### src/rtl/sc_game_status_monitor.sv
// sc_game_status_monitor
// Frogger game-status monitor. Follows the main FSM state code, tracks
// lives, score and the per-life countdown while the game is running, and
// sends the active-low end-game request back to the main FSM. It also
// pulses a frog-respawn request for the frog position logic.
//
// Ports
//   SC_MAIN_STATEMACHINE_CLOCK_50      in   system clock
//   SC_MAIN_STATEMACHINE_RESET_InHigh  in   async reset, active high
//   SC_GAME_STATUS_CurrentState_In     in   00 await, 01 play, 10 ended, 11 = 00
//   SC_GAME_STATUS_Collision_In        in   pulse: frog hit an obstacle
//   SC_GAME_STATUS_Goal_In             in   pulse: frog reached home row
//   SC_GAME_STATUS_Tick_In             in   pulse: countdown timebase
//   SC_GAME_STATUS_EndGame_OutLow      out  end-game request (low = end)
//   SC_GAME_STATUS_Respawn_Out         out  pulse: return frog to start
//   SC_GAME_STATUS_Win_Out             out  game ended by reaching WIN_SCORE
//   SC_GAME_STATUS_Lives_Out           out  remaining lives
//   SC_GAME_STATUS_Score_Out           out  goals scored
//   SC_GAME_STATUS_TimeLeft_Out        out  remaining ticks for this life
module sc_game_status_monitor #(
  parameter int LIVES_INIT  = 3,
  parameter int LIVES_WIDTH = 2,
  parameter int WIN_SCORE   = 5,
  parameter int SCORE_WIDTH = 4,
  parameter int TIME_LIMIT  = 60,
  parameter int TIMER_WIDTH = 6
) (
  input  logic                   SC_MAIN_STATEMACHINE_CLOCK_50,
  input  logic                   SC_MAIN_STATEMACHINE_RESET_InHigh,
  input  logic [1:0]             SC_GAME_STATUS_CurrentState_In,
  input  logic                   SC_GAME_STATUS_Collision_In,
  input  logic                   SC_GAME_STATUS_Goal_In,
  input  logic                   SC_GAME_STATUS_Tick_In,
  output logic                   SC_GAME_STATUS_EndGame_OutLow,
  output logic                   SC_GAME_STATUS_Respawn_Out,
  output logic                   SC_GAME_STATUS_Win_Out,
  output logic [LIVES_WIDTH-1:0] SC_GAME_STATUS_Lives_Out,
  output logic [SCORE_WIDTH-1:0] SC_GAME_STATUS_Score_Out,
  output logic [TIMER_WIDTH-1:0] SC_GAME_STATUS_TimeLeft_Out
);

  localparam logic [LIVES_WIDTH-1:0] LIVES_LD = LIVES_WIDTH'(LIVES_INIT);
  localparam logic [SCORE_WIDTH-1:0] SCORE_WN = SCORE_WIDTH'(WIN_SCORE);
  localparam logic [TIMER_WIDTH-1:0] TIME_LD  = TIMER_WIDTH'(TIME_LIMIT);

  typedef enum logic [1:0] {IDLE, RUN, OVER} state_t;

  state_t                 r_state;
  logic [LIVES_WIDTH-1:0] r_lives;
  logic [SCORE_WIDTH-1:0] r_score;
  logic [TIMER_WIDTH-1:0] r_time;
  logic                   r_endgame_n;
  logic                   r_respawn;
  logic                   r_win;

  // State codes 00 and 11 both mean "await".
  logic                   w_cs_play;
  logic                   w_cs_ended;
  logic                   w_cs_await;
  logic                   w_life_lost;
  logic [SCORE_WIDTH-1:0] w_score_inc;

  assign w_cs_play   = (SC_GAME_STATUS_CurrentState_In == 2'b01);
  assign w_cs_ended  = (SC_GAME_STATUS_CurrentState_In == 2'b10);
  assign w_cs_await  = !w_cs_play && !w_cs_ended;
  // Running out of time costs a life exactly like a collision does.
  assign w_life_lost = SC_GAME_STATUS_Collision_In ||
                       (SC_GAME_STATUS_Tick_In && (r_time == TIMER_WIDTH'(1)));
  assign w_score_inc = r_score + SCORE_WIDTH'(1);

  always_ff @(posedge SC_MAIN_STATEMACHINE_CLOCK_50 or
              posedge SC_MAIN_STATEMACHINE_RESET_InHigh) begin
    if (SC_MAIN_STATEMACHINE_RESET_InHigh) begin
      r_state     <= IDLE;
      r_lives     <= LIVES_LD;
      r_score     <= '0;
      r_time      <= TIME_LD;
      r_endgame_n <= 1'b1;
      r_respawn   <= 1'b0;
      r_win       <= 1'b0;
    end else begin
      r_respawn <= 1'b0;
      case (r_state)
        IDLE: begin
          // Hold the start-of-game values; events are ignored here.
          r_lives     <= LIVES_LD;
          r_score     <= '0;
          r_time      <= TIME_LD;
          r_win       <= 1'b0;
          r_endgame_n <= 1'b1;
          if (w_cs_play) r_state <= RUN;
        end
        RUN: begin
          if (w_cs_await) begin
            r_state <= IDLE;
            r_lives <= LIVES_LD;
            r_score <= '0;
            r_time  <= TIME_LD;
            r_win   <= 1'b0;
          end else if (w_life_lost) begin
            // Any goal or tick in the same cycle is dropped.
            if (r_lives == LIVES_WIDTH'(1)) begin
              r_lives     <= '0;
              r_win       <= 1'b0;
              r_state     <= OVER;
              r_endgame_n <= 1'b0;
            end else begin
              r_lives   <= r_lives - LIVES_WIDTH'(1);
              r_time    <= TIME_LD;
              r_respawn <= 1'b1;
            end
          end else if (SC_GAME_STATUS_Goal_In) begin
            r_score <= w_score_inc;
            if (w_score_inc == SCORE_WN) begin
              r_win       <= 1'b1;
              r_state     <= OVER;
              r_endgame_n <= 1'b0;
            end else begin
              r_time    <= TIME_LD;
              r_respawn <= 1'b1;
            end
          end else if (SC_GAME_STATUS_Tick_In) begin
            // TimeLeft == 1 with a tick was handled as a lost life above.
            r_time <= r_time - TIMER_WIDTH'(1);
          end else if (w_cs_ended) begin
            r_state     <= OVER;
            r_endgame_n <= 1'b0;
          end
        end
        OVER: begin
          // Everything frozen; end-game held low for a stable level.
          if (w_cs_await) begin
            r_state     <= IDLE;
            r_lives     <= LIVES_LD;
            r_score     <= '0;
            r_time      <= TIME_LD;
            r_win       <= 1'b0;
            r_endgame_n <= 1'b1;
          end
        end
        default: begin
          r_state     <= IDLE;
          r_endgame_n <= 1'b1;
        end
      endcase
    end
  end

  assign SC_GAME_STATUS_EndGame_OutLow = r_endgame_n;
  assign SC_GAME_STATUS_Respawn_Out    = r_respawn;
  assign SC_GAME_STATUS_Win_Out        = r_win;
  assign SC_GAME_STATUS_Lives_Out      = r_lives;
  assign SC_GAME_STATUS_Score_Out      = r_score;
  assign SC_GAME_STATUS_TimeLeft_Out   = r_time;

endmodule

### config.mk
export PLATFORM = sky130hd
export DESIGN_NAME = sc_game_status_monitor
export DESIGN_NICKNAME = d
export VERILOG_FILES = /design/src/rtl/sc_game_status_monitor.sv
export SDC_FILE = /design/constraint.sdc
export NUM_CORES = 1
export LEC_CHECK = 0
export ABC_AREA = 1
export CAP_MARGIN = 20
export CORE_MARGIN = 2
export CORE_UTILIZATION = 30
export DETAILED_ROUTE_END_ITERATION = 6
export PLACE_DENSITY = 0.5
export SYNTH_ARGS = -nofsm -noshare
export SYNTH_HDL_FRONTEND = slang
export SYNTH_SLANG_ARGS = --single-unit
export TNS_END_PERCENT = 30
### constraint.sdc
create_clock -name SC_MAIN_STATEMACHINE_CLOCK_50 -period 2.2 [get_ports SC_MAIN_STATEMACHINE_CLOCK_50]
set_clock_uncertainty 0.05 [all_clocks]
set_input_delay 0.44 -clock SC_MAIN_STATEMACHINE_CLOCK_50 [delete_from_list [all_inputs] [get_ports SC_MAIN_STATEMACHINE_CLOCK_50]]
set_output_delay 0.44 -clock SC_MAIN_STATEMACHINE_CLOCK_50 [all_outputs]
set_load 0.005 [all_outputs]
==> impl_metrics.xml <==
<?xml version="1.0" encoding="UTF-8"?>
<metrics>
  <group name="finish">
    <metric name="drive_gt1_share" unit="%">20.7</metric>
    <metric name="syn_to_final_growth" unit="%">27.9</metric>
    <metric name="n_diodes" unit="">0</metric>
    <metric name="finish.cell_count_without_fillers" unit="">243</metric>
    <metric name="fin_nets" unit="">208</metric>
  </group>
  <group name="cts">
    <metric name="cts_buffers" unit="">3</metric>
    <metric name="clock_sinks" unit="">17</metric>
    <metric name="post_cts_resized" unit="">0</metric>
    <metric name="buffer_depth_of_the_longest_clock_path" unit="">2</metric>
    <metric name="worst_setup_hold_path_clk_slew" unit="ns">0.08</metric>
    <metric name="cts.root.buffer_cell" unit="">sky130_fd_sc_hd__clkbuf_8</metric>
    <metric name="ctsHtreeMaxLevel" unit="">1</metric>
    <metric name="tritoncts" unit="">built</metric>
    <metric name="post-cts-setup-buffer-count" unit="">0</metric>
    <metric name="postCtsHoldBufs" unit="">0</metric>
    <metric name="later_pin_clock_latency_in_the_skew_report" unit="ns">0.25</metric>
  </group>
  <group name="sta">
    <metric name="finalSetupViolCount" unit="">0</metric>
    <metric name="max_freq" unit="MHz">485</metric>
    <metric name="layout_worst_path_cycle_share" unit="%">93.7</metric>
    <metric name="slew_headroom" unit="%">54.9</metric>
    <metric name="hold_viol" unit="">0</metric>
    <metric name="worst_slew_pin_slew" unit="ns">0.676</metric>
    <metric name="grt_setup_unrepaired" unit="">false</metric>
    <metric name="post-route-min-period" unit="ns">2.06</metric>
    <metric name="final-max-slew-violation-count" unit="">0</metric>
  </group>
  <group name="worst_setup_path">
    <metric name="cpLargestDelayFamily" unit="">buffers and inverters</metric>
    <metric name="cp_cell_sequence" unit="">clkdlybuf4s50_1 &gt; inv_1 &gt; ha_1 &gt; inv_1 &gt; nand3_1 &gt; nor2_2 &gt; a21oi_4 &gt; nand3_2 &gt; nand2_1 &gt; nand2_1</metric>
    <metric name="slowest_stage" unit="">sky130_fd_sc_hd__clkdlybuf4s50_1</metric>
    <metric name="cp_data_required_time" unit="ns">2.30</metric>
    <metric name="worst_ep_arrival_time" unit="ns">2.16</metric>
    <metric name="critPathLaunchType" unit="">input pin</metric>
    <metric name="cp-end-kind" unit="">register</metric>
    <metric name="crit_path_max_fanout" unit="">6</metric>
    <metric name="critical-path-max-stage-delay" unit="ns">0.48</metric>
    <metric name="classification_of_the_worst_setup_path" unit="">in2reg</metric>
    <metric name="path_buf_inv" unit="">3</metric>
  </group>
  <group name="floorplan">
    <metric name="die_width" unit="um">69</metric>
    <metric name="die_y" unit="um">69</metric>
    <metric name="die_area" unit="mm2">0.00476</metric>
    <metric name="io-pin-count" unit="">22</metric>
    <metric name="row_count" unit="">23</metric>
    <metric name="initial_utilization" unit="%">31.5</metric>
    <metric name="core_area" unit="mm2">0.00403</metric>
  </group>
  <group name="synth">
    <metric name="netlist_instances" unit="">164</metric>
    <metric name="synthesis.yosys.warnings" unit="">0</metric>
    <metric name="ys_seq_area_share" unit="%">34.3</metric>
    <metric name="synthesis.area" unit="mm2">0.00127</metric>
    <metric name="number_of_nets_produced_by_synthesis" unit="">178</metric>
    <metric name="synth_cell_types" unit="">26</metric>
    <metric name="postSynthAreaPerCell" unit="um2">7.73</metric>
    <metric name="yosys_register_bits" unit="">17</metric>
  </group>
  <group name="power_and_ir_drop">
    <metric name="max-vdd-ir-drop" unit="mV">0.392</metric>
    <metric name="cell_area_power_density" unit="mW/mm2">860</metric>
    <metric name="totalPowerFinal" unit="uW">1390</metric>
    <metric name="leakage" unit="uW">0.000771</metric>
  </group>
  <group name="worst_hold_path">
    <metric name="hold_path.class" unit="">reg2reg</metric>
  </group>
  <group name="global_route">
    <metric name="grt_first_pass_wirelength" unit="um">5250</metric>
    <metric name="antenna_found_initial" unit="">0</metric>
    <metric name="global_route.overflow_total" unit="">0</metric>
    <metric name="globalRouteMet2Util" unit="%">22.4</metric>
    <metric name="grt-busiest-layer" unit="">met2</metric>
    <metric name="grt_start_max_net_pins" unit="">18</metric>
    <metric name="grt_pass1_vias" unit="">1201</metric>
    <metric name="use_met1" unit="%">17.2</metric>
    <metric name="gr-usage-all-layers" unit="%">13.2</metric>
    <metric name="met3_use_gr" unit="%">2.05</metric>
  </group>
  <group name="job">
    <metric name="drv_cap" unit="">0</metric>
  </group>
  <group name="drt">
    <metric name="vias" unit="">1172</metric>
    <metric name="routed_wirelength" unit="um">2950</metric>
    <metric name="first_pass_iters" unit="">4</metric>
    <metric name="antenna_violating_nets_post_route" unit="">0</metric>
    <metric name="drt-wirelength-per-cell" unit="um">12.1</metric>
    <metric name="viasPerCell" unit="">4.82</metric>
    <metric name="drt-initial-drc-count" unit="">69</metric>
    <metric name="drcViolationCount" unit="">0</metric>
  </group>
  <group name="placement">
    <metric name="gp_routability_congestion" unit="">0.822</metric>
    <metric name="placed_cells_incl_taps" unit="">239</metric>
    <metric name="post_detail_place_hpwl" unit="um">2310</metric>
    <metric name="port_buffers" unit="">21</metric>
  </group>
  <group name="status">
    <metric name="outcome" unit="">completed</metric>
  </group>
</metrics>
through the flow:
stage                     hold slack (ns)  setup WS [ns]  area (um2)  setup TNS [ns]  utilization [%]
after floorplan                     0.311          0.495        1270               0                -
after global placement              0.405        -0.0403        1580          -0.248             39.1
after detailed placement            0.407         -0.105        1580          -0.565             39.1
after CTS                           0.418          0.163        1620               0             40.2
after global routing                0.443         0.0250        1620               0             40.2
final                               0.419          0.138        1620               0             40.2
area by class of cell:
class	instances	area (um2)
Fill cell	426	2410
Sequential cell	17	434
Clock buffer	3	41.3
Inverter	29	110
Multi-Input combinational cell	117	708
Clock inverter	1	5.00
Timing Repair Buffer	26	260
Tap cell	50	62.6
registers in the layout (all words and copies together), names as in the netlist:
| register | count |
|---|---|
| SC_GAME_STATUS_TimeLeft_Out | 6 |
| SC_GAME_STATUS_Lives_Out | 2 |
| SC_GAME_STATUS_Score_Out | 4 |
| r_state | 2 |
| SC_GAME_STATUS_EndGame_OutLow | 1 |
| SC_GAME_STATUS_Win_Out | 1 |
| SC_GAME_STATUS_Respawn_Out | 1 |
Yosys cell counts:
cell / count / area, um2
sky130_fd_sc_hd__nor2_4: 2 / 22.5
sky130_fd_sc_hd__clkinv_2: 1 / 5.00
sky130_fd_sc_hd__buf_8: 1 / 15.0
sky130_fd_sc_hd__a21oi_2: 2 / 17.5
sky130_fd_sc_hd__ha_1: 7 / 87.6
sky130_fd_sc_hd__a21oi_4: 1 / 16.3
sky130_fd_sc_hd__nor2_2: 3 / 18.8
sky130_fd_sc_hd__nand3_4: 3 / 52.6
sky130_fd_sc_hd__nor2_1: 9 / 33.8
sky130_fd_sc_hd__dfstp_2: 7 / 184
sky130_fd_sc_hd__o21ai_0: 2 / 10.0
sky130_fd_sc_hd__nand3_1: 11 / 55.1
sky130_fd_sc_hd__a21oi_1: 2 / 10.0
sky130_fd_sc_hd__o21ai_1: 3 / 15.0
sky130_fd_sc_hd__inv_2: 5 / 18.8
sky130_fd_sc_hd__nand3_2: 3 / 30.0
sky130_fd_sc_hd__dfrtp_1: 10 / 250
sky130_fd_sc_hd__nand4_2: 1 / 12.5
sky130_fd_sc_hd__o31ai_1: 1 / 7.51
sky130_fd_sc_hd__o22ai_1: 2 / 12.5
sky130_fd_sc_hd__inv_1: 23 / 86.3
sky130_fd_sc_hd__nand2_1: 44 / 165
sky130_fd_sc_hd__nand2_2: 3 / 18.8
sky130_fd_sc_hd__xnor2_1: 3 / 26.3
sky130_fd_sc_hd__xor2_1: 1 / 8.76
sky130_fd_sc_hd__nand4_1: 14 / 87.6
final timing paths:
check                                                  to  slack [ns]  cells after the start                              start
max                        SC_GAME_STATUS_TimeLeft_Out[1]        0.14                     10  SC_GAME_STATUS_CurrentState_In[0]
min                         SC_GAME_STATUS_EndGame_OutLow        0.42                      2      SC_GAME_STATUS_EndGame_OutLow
max reg2reg                SC_GAME_STATUS_TimeLeft_Out[1]        0.52                     11     SC_GAME_STATUS_TimeLeft_Out[1]
min reg2reg                 SC_GAME_STATUS_EndGame_OutLow        0.42                      2      SC_GAME_STATUS_EndGame_OutLow
max in group asynchronous                      r_state[0]        1.14                      2  SC_MAIN_STATEMACHINE_RESET_InHigh
min in group asynchronous  SC_GAME_STATUS_TimeLeft_Out[1]        0.53                      2  SC_MAIN_STATEMACHINE_RESET_InHigh
layout by cell type (no fill, tap or decap), types with 3 or more instances in the layout:
master                            Yosys  final
sky130_fd_sc_hd__ha_1                 7      7
sky130_fd_sc_hd__dfrtp_1             10     10
sky130_fd_sc_hd__nor2_1               9      9
sky130_fd_sc_hd__clkdlybuf4s50_1      0     21
sky130_fd_sc_hd__inv_2                5      5
sky130_fd_sc_hd__dfstp_2              7      7
sky130_fd_sc_hd__nand4_1             14     14
sky130_fd_sc_hd__buf_4                0      4
sky130_fd_sc_hd__nand3_2              3      3
sky130_fd_sc_hd__nand2_2              3      3
sky130_fd_sc_hd__clkbuf_8             0      3
sky130_fd_sc_hd__nand2_1             44     44
sky130_fd_sc_hd__nand3_1             11     11
sky130_fd_sc_hd__o21ai_1              3      3
sky130_fd_sc_hd__xnor2_1              3      3
sky130_fd_sc_hd__inv_1               23     23
sky130_fd_sc_hd__nand3_4              3      3
sky130_fd_sc_hd__nor2_2               3      3
report_power, final:
| part | total (uW) | switching [uW] | internal, uW |
|---|---|---|---|
| registers | 507 | 88.2 | 418 |
| clock network | 245 | 119 | 126 |
| logic | 642 | 337 | 305 |
worst register-to-register path: cells and delay by family, from the launching register on:
kind,cells,cell delay (ns)
and+or+nand+nor,7,0.71
buffers and inverters,3,0.25
DFF,1,0.42
adders and majority gates,1,0.14
layer usage:
layer / part of all wire, % / up-vias
met5: 0 / -
met4: 1.2 / 0
met3: 2.7 / 4
met2: 49 / 18
met1: 47 / 559
li1: - / 591
kinds of logic after synthesis:
| family | synth area share, % |
|---|---|
| AO/OA/AOI/OAI | 7.01 |
| XOR/XNOR | 2.76 |
| adder cells (fa/ha/maj) | 6.91 |
| buffers and inverters | 9.87 |
| flip-flops | 34.3 |
| AND/OR/NAND/NOR | 39.2 |
No activity file was read; power rests on OpenSTA's default activity.
